File: src/rtl/cas_pkg.sv
// Shared types and constants for the cassette FSK transmitter.
// Holds the frame state encoding, the default timing constants and the frame shape.
package cas_pkg;

  typedef enum logic [2:0] {
    CAS_IDLE   = 3'd0,
    CAS_HEADER = 3'd1,
    CAS_START  = 3'd2,
    CAS_DATA   = 3'd3,
    CAS_STOP   = 3'd4
  } cas_state_e;

  // Defaults assume a 3.58 MHz enable: 1200 Hz for a 0-bit, 2400 Hz for a 1-bit.
  localparam int DEF_HALF0     = 1491;
  localparam int DEF_HALF1     = 746;
  localparam int DEF_LONG_HDR  = 8000;
  localparam int DEF_SHORT_HDR = 2000;

  localparam int START_BITS = 1;
  localparam int DATA_BITS  = 8;
  localparam int STOP_BITS  = 2;

  localparam int HALF_W = 11;
  localparam int BIT_W  = 4;
  localparam int HDR_W  = 14;

endpackage

File: src/rtl/cas_fsk_bitgen.sv
// Single-bit FSK waveform generator: a 0-bit is one low/high period at HALF0,
// a 1-bit is two low/high periods at HALF1. Always starts with a low half.
module cas_fsk_bitgen
  import cas_pkg::*;
#(
  parameter int HALF0 = DEF_HALF0,
  parameter int HALF1 = DEF_HALF1
) (
  input  logic clk_i,
  input  logic reset_n_i,
  input  logic clk_en_i,
  input  logic abort_i,
  input  logic start_i,
  input  logic bit_i,
  output logic level_o,
  output logic done_o
);

  localparam logic [HALF_W-1:0] H0_CNT  = HALF_W'(HALF0);
  localparam logic [HALF_W-1:0] H1_CNT  = HALF_W'(HALF1);
  localparam logic [HALF_W-1:0] CNT_ONE = HALF_W'(1);

  logic [HALF_W-1:0] half_cnt;
  logic [1:0]        half_idx;
  logic              bit_q;
  logic              active;
  logic              last_half;
  logic              half_end;

  assign last_half = bit_q ? (half_idx == 2'd3) : (half_idx == 2'd1);
  assign half_end  = active & clk_en_i & (half_cnt == CNT_ONE);
  assign done_o    = half_end & last_half;

  // A start in the same cycle as done restarts seamlessly, so frames have no gaps.
  always_ff @(posedge clk_i or negedge reset_n_i) begin
    if (!reset_n_i) begin
      half_cnt <= '0;
      half_idx <= '0;
      bit_q    <= 1'b0;
      active   <= 1'b0;
      level_o  <= 1'b0;
    end else if (abort_i) begin
      half_cnt <= '0;
      half_idx <= '0;
      active   <= 1'b0;
      level_o  <= 1'b0;
    end else if (start_i) begin
      half_cnt <= bit_i ? H1_CNT : H0_CNT;
      half_idx <= '0;
      bit_q    <= bit_i;
      active   <= 1'b1;
      level_o  <= 1'b0;
    end else if (half_end) begin
      if (last_half) begin
        half_cnt <= '0;
        half_idx <= '0;
        active   <= 1'b0;
        level_o  <= 1'b0;
      end else begin
        half_cnt <= bit_q ? H1_CNT : H0_CNT;
        half_idx <= half_idx + 2'd1;
        level_o  <= ~level_o;
      end
    end else if (active && clk_en_i) begin
      half_cnt <= half_cnt - CNT_ONE;
    end
  end

endmodule

File: src/rtl/cas_fsk_tx.sv
// Cassette FSK transmitter: frames bytes (start, 8 data LSB first, 2 stop) and,
// with CAS_TX_HEADER_EN defined, sends runs of 1-bit header tone.
//
// state  | meaning
// IDLE   | waiting for a byte or header request (ready when motor on)
// HEADER | sending the loaded number of 1-bits
// START  | sending the 0 start bit
// DATA   | sending data bits LSB first
// STOP   | sending the two 1 stop bits
module cas_fsk_tx
  import cas_pkg::*;
#(
  parameter int HALF0     = DEF_HALF0,
  parameter int HALF1     = DEF_HALF1,
  parameter int LONG_HDR  = DEF_LONG_HDR,
  parameter int SHORT_HDR = DEF_SHORT_HDR
) (
  input  logic       clk_i,
  input  logic       reset_n_i,
  input  logic       clk_en_i,
  input  logic       motor_i,
  input  logic [7:0] data_i,
  input  logic       valid_i,
  output logic       ready_o,
  input  logic       header_i,
  input  logic       header_long_i,
  output logic       busy_o,
  output logic       cas_out_o
);

  localparam logic [2:0] S_IDLE   = CAS_IDLE;
  localparam logic [2:0] S_START  = CAS_START;
  localparam logic [2:0] S_DATA   = CAS_DATA;
  localparam logic [2:0] S_STOP   = CAS_STOP;

  localparam logic [BIT_W-1:0] START_LAST = BIT_W'(START_BITS - 1);
  localparam logic [BIT_W-1:0] DATA_LAST  = BIT_W'(DATA_BITS - 1);
  localparam logic [BIT_W-1:0] STOP_LAST  = BIT_W'(STOP_BITS - 1);
  localparam logic [BIT_W-1:0] BIT_ONE    = BIT_W'(1);

  logic [2:0]       state, state_d;
  logic [7:0]       data_q;
  logic [BIT_W-1:0] bit_cnt, bit_cnt_d;
  logic             accept_byte;
  logic             accept_hdr;
  logic             abort;
  logic             bg_start;
  logic             bg_bit;
  logic             bit_done;

  assign ready_o = (state == S_IDLE) & motor_i;
  assign busy_o  = (state != S_IDLE);
  assign abort   = busy_o & ~motor_i;

`ifdef CAS_TX_HEADER_EN
  localparam logic [2:0]       S_HEADER  = CAS_HEADER;
  localparam logic [HDR_W-1:0] LONG_CNT  = HDR_W'(LONG_HDR);
  localparam logic [HDR_W-1:0] SHORT_CNT = HDR_W'(SHORT_HDR);
  localparam logic [HDR_W-1:0] HDR_ONE   = HDR_W'(1);

  logic [HDR_W-1:0] hdr_cnt, hdr_cnt_d;

  assign accept_hdr = ready_o & header_i;
`else
  logic unused_hdr;

  assign accept_hdr = 1'b0;
  assign unused_hdr = header_i ^ header_long_i ^ (LONG_HDR != SHORT_HDR);
`endif

  // A header request wins over a simultaneous byte; the byte source keeps valid_i up.
  assign accept_byte = ready_o & valid_i & ~accept_hdr;

  always_comb begin
    state_d   = state;
    bit_cnt_d = bit_cnt;
    bg_start  = 1'b0;
    bg_bit    = 1'b0;
`ifdef CAS_TX_HEADER_EN
    hdr_cnt_d = hdr_cnt;
`endif
    if (abort) begin
      state_d   = S_IDLE;
      bit_cnt_d = '0;
`ifdef CAS_TX_HEADER_EN
      hdr_cnt_d = '0;
`endif
    end else begin
      case (state)
        S_IDLE: begin
`ifdef CAS_TX_HEADER_EN
          if (accept_hdr) begin
            state_d   = S_HEADER;
            hdr_cnt_d = header_long_i ? LONG_CNT : SHORT_CNT;
            bg_start  = 1'b1;
            bg_bit    = 1'b1;
          end else
`endif
          if (accept_byte) begin
            state_d   = S_START;
            bit_cnt_d = '0;
            bg_start  = 1'b1;
            bg_bit    = 1'b0;
          end
        end
`ifdef CAS_TX_HEADER_EN
        S_HEADER: begin
          if (bit_done) begin
            if (hdr_cnt <= HDR_ONE) begin
              state_d   = S_IDLE;
              hdr_cnt_d = '0;
            end else begin
              hdr_cnt_d = hdr_cnt - HDR_ONE;
              bg_start  = 1'b1;
              bg_bit    = 1'b1;
            end
          end
        end
`endif
        S_START: begin
          if (bit_done) begin
            bg_start = 1'b1;
            if (bit_cnt == START_LAST) begin
              state_d   = S_DATA;
              bit_cnt_d = '0;
              bg_bit    = data_q[0];
            end else begin
              bit_cnt_d = bit_cnt + BIT_ONE;
              bg_bit    = 1'b0;
            end
          end
        end
        S_DATA: begin
          if (bit_done) begin
            bg_start = 1'b1;
            if (bit_cnt == DATA_LAST) begin
              state_d   = S_STOP;
              bit_cnt_d = '0;
              bg_bit    = 1'b1;
            end else begin
              bit_cnt_d = bit_cnt + BIT_ONE;
              bg_bit    = data_q[bit_cnt_d[2:0]];
            end
          end
        end
        S_STOP: begin
          if (bit_done) begin
            if (bit_cnt == STOP_LAST) begin
              state_d   = S_IDLE;
              bit_cnt_d = '0;
            end else begin
              bit_cnt_d = bit_cnt + BIT_ONE;
              bg_start  = 1'b1;
              bg_bit    = 1'b1;
            end
          end
        end
        default: begin
          state_d   = S_IDLE;
          bit_cnt_d = '0;
        end
      endcase
    end
  end

  always_ff @(posedge clk_i or negedge reset_n_i) begin
    if (!reset_n_i) begin
      state   <= S_IDLE;
      bit_cnt <= '0;
      data_q  <= 8'h00;
    end else begin
      state   <= state_d;
      bit_cnt <= bit_cnt_d;
      if (accept_byte) begin
        data_q <= data_i;
      end
    end
  end

`ifdef CAS_TX_HEADER_EN
  always_ff @(posedge clk_i or negedge reset_n_i) begin
    if (!reset_n_i) begin
      hdr_cnt <= '0;
    end else begin
      hdr_cnt <= hdr_cnt_d;
    end
  end
`endif

  cas_fsk_bitgen #(
    .HALF0(HALF0),
    .HALF1(HALF1)
  ) u_bitgen (
    .clk_i    (clk_i),
    .reset_n_i(reset_n_i),
    .clk_en_i (clk_en_i),
    .abort_i  (abort),
    .start_i  (bg_start),
    .bit_i    (bg_bit),
    .level_o  (cas_out_o),
    .done_o   (bit_done)
  );

endmodule

File: config.mk
export PLATFORM = sky130hd
export DESIGN_NAME = cas_fsk_tx
export DESIGN_NICKNAME = d
export VERILOG_FILES = /design/src/rtl/cas_pkg.sv /design/src/rtl/cas_fsk_bitgen.sv /design/src/rtl/cas_fsk_tx.sv
export SDC_FILE = /design/constraint.sdc
export NUM_CORES = 1
export LEC_CHECK = 0
export CAP_MARGIN = 30
export CORE_MARGIN = 10
export CORE_UTILIZATION = 30
export CTS_CLUSTER_DIAMETER = 60
export CTS_CLUSTER_SIZE = 24
export DETAILED_ROUTE_END_ITERATION = 6
export PLACE_DENSITY = 0.43
export SLEW_MARGIN = 20
export SYNTH_ARGS = -nofsm -noshare
export SYNTH_HDL_FRONTEND = slang
export SYNTH_SLANG_ARGS = --single-unit
File: constraint.sdc
create_clock -name clk_i -period 4 [get_ports clk_i]
set_clock_uncertainty 0.15 [all_clocks]
set_input_delay 0.8 -clock clk_i [delete_from_list [all_inputs] [get_ports clk_i]]
set_output_delay 0.8 -clock clk_i [all_outputs]
set_load 0.1 [all_outputs]
# Word level (Yosys, flattened, before mapping)

Index checks and enable logic that the tools add are counted.

Add/subtract/negate cells: 3
Reductions and logical operators: 12
Equality and inequality tests: 15
Order comparisons: 1
Bitwise logic cells: 9
Muxes and demuxes: 52

Operators with widths:

| kind                    | number |
|---|---|
| $mux W11                | 7 |
| $mux W4                 | 8 |
| $mux W3                 | 8 |
| $ne A3 B3 Y1 const B    | 7 |
| $mux W1                 | 20 |
| $pmux W4 S4             | 1 |
| $pmux W3 S4             | 1 |
| $eq A11 B1 Y1 const B   | 1 |
| $sub A11 B1 Y11 const B | 1 |
| $reduce_bool A3 Y1      | 3 |
| $mux W2                 | 4 |
| $reduce_and A7 Y1       | 1 |
| $and A1 B1 Y1           | 6 |
| $eq A3 B2 Y1 const B    | 2 |
| $pmux W1 S3             | 2 |
| $add A4 B1 Y4 const B   | 1 |
| $eq A4 B1 Y1 const B    | 1 |
| $eq A4 B3 Y1 const B    | 1 |
| $logic_not A4 Y1        | 1 |
| $lt A3 B4 Y1 const B    | 1 |
| $reduce_and A2 Y1       | 2 |
| $reduce_and A4 Y1       | 1 |
| $reduce_bool A4 Y1      | 1 |
| $bmux W1 S3             | 1 |
| other kinds (8)         | 10 |

Output and inout port bits: 3
Input port bits: 15
Flip-flop bits (word level): 31
Logic and storage cells: 100

# Logic depth before layout (Yosys ltp)

Gate-level depths: netlist of run 1.

Depth in word-level cells: 10
Depth in mapped cells: 8
Depth with buffers taken out: 7

# Hierarchy

From an unflattened synthesis of run 1, not the netlist that was laid out.

Cell total of the unflattened synthesis: 214
Area, all modules: 2074.5 um^2

By module, submodules not included:

| module         | area an instance (um^2) | seq. area each (um^2) | cells an instance | instances |
|---|---|---|---|---|
| cas_fsk_bitgen | 1119.8                  | 400.4                 | 127               | 1 |
| cas_fsk_tx     | 954.7                   | 375.4                 | 87                | 1 |

# Worst setup path before layout of run 1

Ideal clock, no wire load.

Path kind: register to output
From: register state[0]
To: output port ready_o
Required time: 3.050 ns
Setup slack: 0.358 ns
Path buffers: 1
Data arrival time: 2.692 ns
Stages on the path, launching flop included: 5
Path through: dfrtp_1 > buf_2 > nor3_1 > inv_1 > nor2_1

Longest elaborated chain between the ends: 2

RTL lines:

| item                   | line              | source |
|---|---|---|
| from (decl)            | cas_fsk_tx.sv:41  | `logic [2:0] state, state_d;` |
| from (signal assigned) | cas_fsk_tx.sv:172 | `state <= state_d;` |
| $logic_not A3 Y1       | cas_fsk_tx.sv:51  | `assign ready_o = (state == S_IDLE) & motor_i;` |
| $and A1 B1 Y1          | cas_fsk_tx.sv:51  |  |
| to (decl)              | cas_fsk_tx.sv:24  | `output logic ready_o,` |

Every way passes these cells.

# Worst setup path in the final report of run 1

From: register state[0]
To: output port busy_o

Longest elaborated chain between the ends: 1

RTL lines:

| item               | line             | source |
|---|---|---|
| $reduce_bool A3 Y1 | cas_fsk_tx.sv:52 | `assign busy_o = (state != S_IDLE);` |
| to (decl)          | cas_fsk_tx.sv:27 | `output logic busy_o,` |

Every way passes these cells.

==> impl_metrics.sql, run 1 <==
INSERT INTO impl_metrics (metric_group, metric, value, unit) VALUES
('clock_tree', 'count_of_cells_resized_by_post_cts_repair', '0', ''),
('clock_tree', 'clock_insertion_delay_worst_skew', '0.29', 'ns'),
('pwr', 'cellLeakagePower', '0.985', 'nW'),
('finish', 'layout_commonest_cell', 'nand2_1', ''),
('critical_path', 'crit_path_cell_trace', 'nor3_1 -> inv_1 -> clkdlybuf4s50_1', ''),
('synthesis', 'avgSynthCellArea', '8.79', 'sq um'),
('pwr', 'ir_drop', '0.449', 'mV'),
('hold_path', 'holdPathEnd', 'data_q[6]', ''),
('synthesis', 'synth-warning-count', '0', ''),
('critical_path', 'worstRegToRegCells', '7', ''),
('synthesis', 'synthTopCellsByArea', 'dfrtp_1 41%, nand2_1 9.5%, a21oi_1 4.5%, ha_1 3.3%, mux4_1 2.8%', ''),
('timing', 'finalMaxSlewViolations', '0', ''),
('routing', 'drcViolationCount', '0', ''),
('timing', 'max_freq', '307', 'MHz'),
('global_route', 'overall_fraction_of_global_route_tracks_in_use', '10.4', '%'),
('clock_tree', 'post_cts_buffers', '0', ''),
('routing', 'avgViaCountPerCell', '5.37', ''),
('critical_path', 'worst_setup_path_end_kind', 'primary output', ''),
('timing', 'fin_tns_setup', '0', 'ns'),
('timing', 'final_count_of_negative_setup_slack_endpoints', '0', ''),
('timing', 'worst_pin_slew', '0.967', 'ns'),
('critical_path', 'crit_slowest_cell', 'clkdlybuf4s50_1', ''),
('clock_tree', 'clock_tree_from_tritoncts', 'done', ''),
('clock_tree', 'max-clock-path-buffers', '2', ''),
('die', 'placeableCoreArea', '6030', 'sq um'),
('clock_tree', 'clock_sinks', '31', ''),
('timing', 'hold_viol_final', '0', ''),
('die', 'floorplan.die.height', '99.6', 'um'),
('critical_path', 'cp.required', '3.05', 'ns'),
('critical_path', 'reg2reg_slack', '1.22', 'ns'),
('pwr', 'combPwrFrac', '45.7', '%'),
('timing', 'rsz_0062_raised_after_global_routing', 'false', ''),
('finish', 'nNetsFinal', '256', ''),
('synthesis', 'number_of_distinct_library_cells_after_synthesis', '49', ''),
('finish', 'final_cells', '312', ''),
('finish', 'areaGrowthSynthToFinish', '19.4', '%'),
('critical_path', 'startpoint_type', 'flip-flop', ''),
('routing', 'dr_total_vias', '1674', ''),
('clock_tree', 'cts.clk_slew.worst_paths', '0.08', 'ns'),
('synthesis', 'yosys_most_used_dff', 'dfrtp_1', ''),
('routing', 'starting_drt_drc_count', '68', ''),
('critical_path', 'timing.setup.critical_path_class', 'reg2out', ''),
('clock_tree', 'cts_hold_repair.buffers', '0', ''),
('routing', 'antenna_left', '0', ''),
('critical_path', 'timing.critical_path.arrival', '2.31', 'ns'),
('pwr', 'clockPowerShare', '20.5', '%'),
('global_route', 'initial_antenna_violation_count', '0', ''),
('finish', 'stdcell_area', '2270', 'sq um'),
('hold_path', 'hold_path.startpoint', 'data_q[6]', ''),
('synthesis', 'synthDominantCellAreaShare', '40.8', '%'),
('run_status', 'status', 'completed', ''),
('synthesis', 'post_synthesis_net_count', '236', ''),
('finish', 'mostFrequentLayoutCells', '48 x nand2_1, 31 x dfrtp_1, 17 x a21oi_1', ''),
('routing', 'postRouteWirelength', '4900', 'um'),
('hold_path', 'holdCritPathClass', 'reg2reg', ''),
('pwr', 'switching_power_as_a_share_of_total_power', '42.6', '%'),
('finish', 'multi_input_area', '1060', 'sq um'),
('finish', 'drive_gt1_share', '10.5', '%'),
('hold_path', 'holdPathStages', '2', ''),
('finish', 'antenna_cells_inserted', '0', ''),
('pwr', 'powerDensity', '713', 'nW/um^2'),
('global_route', 'globalRoute.totalOverflow', '0', ''),
('critical_path', 'worstPathMaxFanout', '10', ''),
('placement', 'placement.io_buffers', '15', ''),
('placement', 'gp_routability_congestion', '0.784', ''),
('finish', 'sequential_cell_area', '776', 'sq um'),
('synthesis', 'yosys_register_bits', '31', ''),
('die', 'num_rows', '28', ''),
('timing', 'finalCriticalPeriod', '3.26', 'ns'),
('routing', 'first_pass_drt_iterations', '4', ''),
('die', 'die_width', '99.6', 'um');
logic make-up after synthesis:
family	count (synthesis)	share of synthesized area, %
fa+ha+maj	5	3.29
buf+inv	17	3.43
xor+xnor	3	1.38
flops	31	40.8
compound gates	58	21.6
simple gates	95	23.8
mux	7	5.60
critical path, delay by kind of cell, from the launching register on:
kind                   cells  cell delay, ns
buffers and inverters      2            1.17
flip-flops                 1            0.49
AND/OR/NAND/NOR            1            0.37
power groups by stage:
stage / logic, mW / registers, mW / clock network, mW
final: 0.739 / 0.548 / 0.331
after global routing: 0.840 / 0.567 / 0.352
after CTS: 0.742 / 0.548 / 0.339
after detailed placement: 0.738 / 0.552 / 0
after global placement: 0.742 / 0.554 / 0
after floorplan: 0.584 / 0.517 / 0
registers in the layout (all words and copies together), names as in the netlist:
| register | flops |
|---|---|
| state | 3 |
| u_bitgen.active | 1 |
| u_bitgen.level_o | 1 |
| bit_cnt | 4 |
| u_bitgen.bit_q | 1 |
| u_bitgen.half_idx | 2 |
| u_bitgen.half_cnt | 11 |
| data_q | 8 |
synth_stat cells (2+ instances only):
| master | n |
|---|---|
| mux2i_1 | 2 |
| a21o_1 | 2 |
| a31oi_1 | 4 |
| mux4_1 | 2 |
| xnor2_1 | 3 |
| nand4_1 | 2 |
| and3_1 | 2 |
| nor3b_1 | 4 |
| o21bai_1 | 2 |
| clkbuf_1 | 5 |
| inv_1 | 10 |
| mux2_2 | 3 |
| nor3_1 | 8 |
| a211o_1 | 3 |
| ha_1 | 5 |
| a32oi_1 | 5 |
| o22ai_1 | 3 |
| a21oi_1 | 17 |
| nand3_1 | 7 |
| nor2_1 | 12 |
| a31o_2 | 2 |
| nand2_1 | 48 |
| o211ai_1 | 2 |
| dfrtp_1 | 31 |
| o21ai_0 | 6 |
| nand2b_1 | 2 |
| and2_1 | 2 |
worst max-delay path by stage:
stage,endpoint,start
floorplan,ready_o,state[0]
global placement,state[1],clk_en_i
detailed placement,state[0],clk_en_i
CTS,busy_o,state[0]
global route,busy_o,state[0]
finish,busy_o,state[0]
metrics by stage:
step	power (mW)	setup slack [ns]	util (%)	hold WS, ns
floorplan	1.10	0.358	-	0.287
global placement	1.30	0.657	35.7	0.308
detailed placement	1.29	0.692	35.7	0.310
CTS	1.63	0.734	37.6	0.329
global route	1.76	0.632	37.6	0.357
finish	1.62	0.743	37.6	0.319
routing by layer:
| layer | wire length (um) | track usage (%) | vias up | part of all wire (%) |
|---|---|---|---|---|
| li1 | - | - | 828 | - |
| met1 | 2640 | 14.8 | 811 | 54 |
| met2 | 2000 | 14.6 | 31 | 41 |
| met3 | 209 | 2.63 | 4 | 4.3 |
| met4 | 49 | 3.86 | 0 | 1.0 |
| met5 | 0 | 0 | - | 0 |
area by class of cell:
type                       instances  share of cell area (%)
multi-input combinational        168                    46.7
inverter                          10                    1.65
sequential                        31                    34.2
clock buffer                       6                    3.64
tap                               75                    4.14
timing repair buffer              20                    8.16
clock inverter                     2                    1.54
Note: power is estimated with default switching activity, not from simulation.
==> run 2: changes to the inputs <==
Clock period 4 ns to 3.26 ns, I/O delays scaled along.
==> run 2 against run 1 <==
  * Sequential power increased by 22%
  * Clock-buffer cell count stayed put
  * First-iteration DRC count rose by 8.8%
  * Critical path type is now reg2reg
  * Critical endpoint is now u_bitgen.half_cnt[9]
  * Largest cell class unchanged
  * Largest power group unchanged
==> impl_metrics.sql, run 2 (synthesis gave the netlist of run 1 again) <==
INSERT INTO impl_metrics (metric_group, metric, value, unit) VALUES
('timing', 'finalCriticalPeriod', '2.74', 'ns'),
('timing', 'finalMaxSlewViolations', '0', ''),
('global_route', 'global_route_wire_length_before_repair', '8320', 'um'),
('die', 'die_width', '99.6', 'um'),
('clock_tree', 'post_cts_buffers', '0', ''),
('routing', 'postRouteWirelength', '5020', 'um'),
('clock_tree', 'cts.clk_slew.worst_paths', '0.07', 'ns'),
('clock_tree', 'ctsHtreeMaxLevel', '2', ''),
('finish', 'nNetsFinal', '259', ''),
('finish', 'drive_gt1_share', '12.5', '%'),
('critical_path', 'crit_slowest_cell', 'a32oi_1', ''),
('routing', 'drcViolationCount', '0', ''),
('placement', 'dp_hpwl', '3620', 'um'),
('global_route', 'initial_antenna_violation_count', '0', ''),
('routing', 'starting_drt_drc_count', '74', ''),
('critical_path', 'crit_path_cell_trace', 'inv_1 -> ha_1 -> mux4_1 -> mux2_2 -> o2111a_1 -> a32oi_1 -> a32oi_1', ''),
('routing', 'avgRoutedWirePerCell', '15.9', 'um'),
('timing', 'rsz_0062_raised_after_global_routing', 'false', ''),
('finish', 'largest_reg_flops', '11', ''),
('routing', 'dr_total_vias', '1671', ''),
('placement', 'gp_routability_congestion', '0.803', ''),
('critical_path', 'cpMostUsedCell', 'a32oi_1', ''),
('critical_path', 'worst_setup_path_end_kind', 'flip-flop', ''),
('die', 'num_io_pins', '18', ''),
('clock_tree', 'ctsRootBufferMaster', 'clkbuf_8', ''),
('timing', 'max_freq', '365', 'MHz'),
('timing', 'slew_headroom', '53.1', '%'),
('routing', 'antenna_left', '0', ''),
('global_route', 'first_global_vias', '1635', ''),
('flow_run', 'maxCapViolCount', '0', ''),
('critical_path', 'cp.required', '3.24', 'ns'),
('hold_path', 'holdCritPathClass', 'reg2reg', ''),
('finish', 'n_fill_cell', '626', ''),
('finish', 'areaGrowthSynthToFinish', '19.4', '%'),
('global_route', 'overall_fraction_of_global_route_tracks_in_use', '10.2', '%'),
('pwr', 'powerDensity', '844', 'nW/um^2'),
('clock_tree', 'count_of_cells_resized_by_post_cts_repair', '0', ''),
('critical_path', 'worstPathMaxFanout', '6', ''),
('routing', 'first_pass_drt_iterations', '4', ''),
('finish', 'biggestRegsByFlops', 'u_bitgen.half_cnt (11), data_q (8), bit_cnt (4)', ''),
('clock_tree', 'cts_inserted_buffers', '5', ''),
('finish', 'registers.top_by_ff_count', 'u_bitgen.half_cnt', ''),
('global_route', 'globalRoute.totalOverflow', '0', ''),
('finish', 'layout_commonest_cell', 'nand2_1', ''),
('critical_path', 'worstRegToRegCells', '7', ''),
('critical_path', 'timing.setup.critical_path_class', 'reg2reg', ''),
('hold_path', 'holdPathStages', '2', ''),
('pwr', 'cellLeakagePower', '0.987', 'nW'),
('run_status', 'status', 'completed', ''),
('clock_tree', 'cts_hold_repair.buffers', '0', ''),
('critical_path', 'startpoint_type', 'flip-flop', ''),
('die', 'num_rows', '28', ''),
('critical_path', 'critical-path-top-delay-family', 'compound AO/OA/AOI/OAI gates', ''),
('timing', 'fin_tns_setup', '0', 'ns'),
('placement', 'placement.io_buffers', '15', ''),
('finish', 'sequential_cell_area', '776', 'sq um'),
('critical_path', 'regToRegStartpoint', 'bit_cnt[0]', ''),
('finish', 'antenna_cells_inserted', '0', ''),
('hold_path', 'hold_path.startpoint', 'data_q[6]', ''),
('hold_path', 'holdPathEnd', 'data_q[6]', ''),
('timing', 'final_count_of_negative_setup_slack_endpoints', '0', ''),
('critical_path', 'crit-reg2reg-capture', 'u_bitgen.half_cnt[9]', ''),
('timing', 'layout_worst_path_cycle_share', '84.1', '%'),
('pwr', 'totalPowerFinal', '1.91', 'mW'),
('finish', 'multi_input_area', '1060', 'sq um'),
('die', 'floorplan.initialDensity', '31.5', '%'),
('die', 'floorplan.die.height', '99.6', 'um'),
('timing', 'worst_pin_slew', '0.698', 'ns'),
('pwr', 'ir_drop', '0.416', 'mV'),
('critical_path', 'timing.critical_path.arrival', '2.72', 'ns'),
('clock_tree', 'max-clock-path-buffers', '2', ''),
('critical_path', 'max_stage_delay', '0.50', 'ns'),
('clock_tree', 'clock_sinks', '31', ''),
('routing', 'avgViaCountPerCell', '5.30', ''),
('global_route', 'grt_max_degree', '32', ''),
('finish', 'mostFrequentLayoutCells', '48 x nand2_1, 31 x dfrtp_1, 17 x a21oi_1', ''),
('clock_tree', 'clock_tree_from_tritoncts', 'done', ''),
('die', 'placeableCoreArea', '6030', 'sq um'),
('die', 'die_area', '9910', 'sq um'),
('critical_path', 'worstPathBufferInverterCount', '1', ''),
('critical_path', 'reg2reg_slack', '0.52', 'ns'),
('timing', 'hold_viol_final', '0', ''),
('clock_tree', 'clock_insertion_delay_worst_skew', '0.29', 'ns');
-- run 2: worst reg2reg max path: stages (launching register included) --
cell	delay, ns
dfrtp_1	0.47
inv_1	0.11
ha_1	0.34
mux4_1	0.28
mux2_2	0.28
o2111a_1	0.26
a32oi_1	0.50
a32oi_1	0.19
-- run 2: how the worst max path moves through the flow --
stage | startpoint | to | slack (ns) | cells after the start
6_report | bit_cnt[0] | u_bitgen.half_cnt[9] | 0.52 | 7
5_1_grt | bit_cnt[0] | u_bitgen.half_cnt[9] | 0.31 | 7
4_1_cts | bit_cnt[0] | u_bitgen.half_cnt[9] | 0.49 | 7
3_5_place_dp | clk_en_i | state[1] | 0.38 | 6
3_3_place_gp | clk_en_i | state[1] | 0.36 | 6
2_1_floorplan | state[0] | ready_o | 0.23 | 4
-- run 2: area by class of cell --
type | count | share of cell area [%]
multi-input combinational | 168 | 46.8
clock buffer | 6 | 3.20
inverter | 10 | 1.65
timing repair buffer | 23 | 9.49
tap | 75 | 4.14
sequential | 31 | 34.2
clock inverter | 2 | 0.552
-- run 2: routing by layer --
layer,part of all wire (%),vias up,GRT usage [%],wire [um]
met5,0,-,0,0
met4,1.4,0,3.97,70
met3,3.1,6,2.63,155
met2,41,25,14.4,2050
met1,55,806,14.4,2740
li1,-,834,-,-
-- run 2: report_power, final --
group	total [mW]	switching [mW]	internal, mW
Clock	0.307	0.157	0.149
Combinational	0.937	0.542	0.395
Sequential	0.671	0.151	0.519
-- run 2: through the flow --
step	cells	utilization, %	hold WS (ns)	worst slack (ns)	area (sq um)
after floorplan	216	-	0.206	0.228	1900
after global placement	307	36.2	0.310	0.358	2180
after detailed placement	307	36.2	0.309	0.382	2180
after CTS	315	37.6	0.328	0.489	2270
after global routing	315	37.6	0.356	0.309	2270
final	315	37.6	0.319	0.519	2270
==> run 3: changes to the inputs <==
Clock period 3.26 ns to 2.85 ns, I/O delays scaled along.
==> run 3 against run 2 <==
  * First-iteration DRC count shrank 35%
  * Fmax grew 6.7%
  * Global-route usage shrank 0.24 points
  * Sequential power grew 15%
  * Critical path depth is the same
  * Die area is the same
  * Clock power grew 28%
  * Setup slack lost 0.24 ns
  * Critical endpoint is now u_bitgen.half_cnt[8]
  * Largest power group unchanged
  * Highest routed layer unchanged
==> impl_metrics.sql, run 3 (synthesis gave the netlist of run 1 again) <==
INSERT INTO impl_metrics (metric_group, metric, value, unit) VALUES
('run_status', 'status', 'completed', ''),
('routing', 'starting_drt_drc_count', '48', ''),
('critical_path', 'reg2reg_slack', '0.28', 'ns'),
('critical_path', 'timing.setup.critical_path_class', 'reg2reg', ''),
('critical_path', 'worst_setup_path_end_kind', 'flip-flop', ''),
('critical_path', 'max_stage_delay', '0.48', 'ns'),
('critical_path', 'worstPathBufferInverterCount', '1', ''),
('critical_path', 'cp.required', '2.91', 'ns'),
('critical_path', 'regToRegStartpoint', 'bit_cnt[0]', ''),
('clock_tree', 'ctsHtreeMaxLevel', '2', ''),
('finish', 'biggestRegsByFlops', 'u_bitgen.half_cnt (11), data_q (8), bit_cnt (4)', ''),
('finish', 'nNetsFinal', '265', ''),
('die', 'floorplan.initialDensity', '31.5', '%'),
('timing', 'hold_viol_final', '0', ''),
('pwr', 'totalPowerFinal', '2.28', 'mW'),
('timing', 'rsz_0062_raised_after_global_routing', 'false', ''),
('critical_path', 'startpoint_type', 'flip-flop', ''),
('die', 'num_rows', '28', ''),
('hold_path', 'holdPathStages', '2', ''),
('die', 'num_io_pins', '18', ''),
('critical_path', 'worstPathMaxFanout', '6', ''),
('routing', 'dr_total_vias', '1661', ''),
('timing', 'final_count_of_negative_setup_slack_endpoints', '0', ''),
('die', 'die_area', '9910', 'sq um'),
('hold_path', 'holdPathEnd', 'data_q[4]', ''),
('timing', 'layout_worst_path_cycle_share', '90.1', '%'),
('flow_run', 'maxCapViolCount', '0', ''),
('global_route', 'global_route_wire_length_before_repair', '8100', 'um'),
('clock_tree', 'count_of_cells_resized_by_post_cts_repair', '0', ''),
('routing', 'avgRoutedWirePerCell', '15.2', 'um'),
('finish', 'drive_gt1_share', '15.0', '%'),
('timing', 'fin_tns_setup', '0', 'ns'),
('placement', 'preCtsSetupSlack', '0.175', 'ns'),
('critical_path', 'crit_slowest_cell', 'dfrtp_1', ''),
('timing', 'max_freq', '389', 'MHz'),
('critical_path', 'timing.critical_path.arrival', '2.63', 'ns'),
('timing', 'worst_pin_slew', '0.433', 'ns'),
('timing', 'finalCriticalPeriod', '2.57', 'ns'),
('clock_tree', 'ctsRootBufferMaster', 'clkbuf_8', ''),
('routing', 'antenna_left', '0', ''),
('finish', 'antenna_cells_inserted', '0', ''),
('timing', 'setup_slack', '0.282', 'ns'),
('timing', 'finalMaxSlewViolations', '0', ''),
('critical_path', 'critical_path_cell_count', '7', ''),
('clock_tree', 'clock_insertion_delay_worst_skew', '0.29', 'ns'),
('die', 'placeableCoreArea', '6030', 'sq um'),
('routing', 'drcViolationCount', '0', ''),
('placement', 'placement.io_buffers', '15', ''),
('critical_path', 'crit_path_cell_trace', 'inv_1 -> ha_1 -> mux4_1 -> mux2_2 -> o2111a_1 -> a221oi_2 -> o21bai_1', ''),
('global_route', 'globalRoute.totalOverflow', '0', ''),
('timing', 'slew_headroom', '70.9', '%'),
('die', 'die_width', '99.6', 'um'),
('finish', 'areaGrowthSynthToFinish', '23.1', '%'),
('finish', 'layout_commonest_cell', 'nand2_1', ''),
('global_route', 'grt_max_degree', '32', ''),
('placement', 'placedCellCount', '313', ''),
('critical_path', 'worstRegToRegCells', '7', ''),
('clock_tree', 'cts_inserted_buffers', '5', ''),
('finish', 'layout.core_utilization', '38.8', '%'),
('routing', 'postRouteWirelength', '4870', 'um'),
('global_route', 'overall_fraction_of_global_route_tracks_in_use', '10.0', '%'),
('pwr', 'cellLeakagePower', '1.03', 'nW'),
('clock_tree', 'cts.clk_slew.worst_paths', '0.07', 'ns'),
('placement', 'dp_hpwl', '3640', 'um'),
('finish', 'final_cells', '321', ''),
('pwr', 'ir_drop', '0.488', 'mV'),
('clock_tree', 'max-clock-path-buffers', '2', ''),
('pwr', 'powerDensity', '974', 'nW/um^2'),
('routing', 'first_pass_drt_iterations', '4', ''),
('die', 'floorplan.die.height', '99.6', 'um'),
('global_route', 'first_global_vias', '1551', ''),
('finish', 'stdcell_area', '2340', 'sq um'),
('timing', 'fin_worst_hold_slack', '0.319', 'ns'),
('finish', 'registers.top_by_ff_count', 'u_bitgen.half_cnt', ''),
('clock_tree', 'post_cts_buffers', '0', ''),
('critical_path', 'critical-path-top-delay-family', 'compound AO/OA/AOI/OAI gates', ''),
('hold_path', 'holdCritPathClass', 'reg2reg', ''),
('clock_tree', 'clock_sinks', '31', ''),
('critical_path', 'crit-reg2reg-capture', 'u_bitgen.half_cnt[8]', ''),
('routing', 'avgViaCountPerCell', '5.17', ''),
('hold_path', 'hold_path.startpoint', 'data_q[4]', ''),
('clock_tree', 'clock_tree_from_tritoncts', 'done', ''),
('clock_tree', 'cts_hold_repair.buffers', '0', ''),
('finish', 'largest_reg_flops', '11', ''),
('finish', 'mostFrequentLayoutCells', '48 x nand2_1, 31 x dfrtp_1, 17 x a21oi_1', ''),
('placement', 'gp_routability_congestion', '0.777', ''),
('placement', 'placedInstanceArea', '2230', 'sq um'),
('global_route', 'initial_antenna_violation_count', '0', '');
-- run 3: cell types whose count changed in the layout (fill, tap and decap cells not counted) --
cell      delta
nor2_2       -1
buf_4        +6
clkinv_2     -1
nor2_4       +1
clkbuf_8     +2
clkbuf_1     -1
-- run 3: worst max path at each step --
stage | start | endpoint
after global routing | bit_cnt[0] | u_bitgen.half_cnt[4]
after global placement | clk_en_i | state[1]
after CTS | bit_cnt[0] | u_bitgen.half_cnt[8]
after floorplan | state[0] | ready_o
final | bit_cnt[0] | u_bitgen.half_cnt[8]
after detailed placement | clk_en_i | state[1]
-- run 3: cell type report --
type,count,area (sq um)
fillers,618,3690
clock inverters,1,7.51
multi-input cells,168,1070
repair buffers,29,260
clock buffers,7,96.3
inverters,10,37.5
flip-flops and latches,31,776
well taps,75,93.8
-- run 3: tightest hold or removal path, stage by stage, from the launching register on --
cell	delay [ns]
dfrtp_1	0.34
nand2_1	0.05
nand2_1	0.05
-- run 3: power breakdown --
group | switching (mW) | internal [mW] | total, mW | leakage [nW]
clock | 0.174 | 0.220 | 0.394 | 0.0505
sequential | 0.176 | 0.594 | 0.770 | 0.405
combinational | 0.620 | 0.494 | 1.11 | 0.570
-- run 3: routing by layer --
metal	global-route usage, %	up-vias	routed length, um
li1	-	848	-
met1	14.2	780	2610
met2	13.9	27	2000
met3	2.77	6	182
met4	3.64	0	68
met5	0	-	0
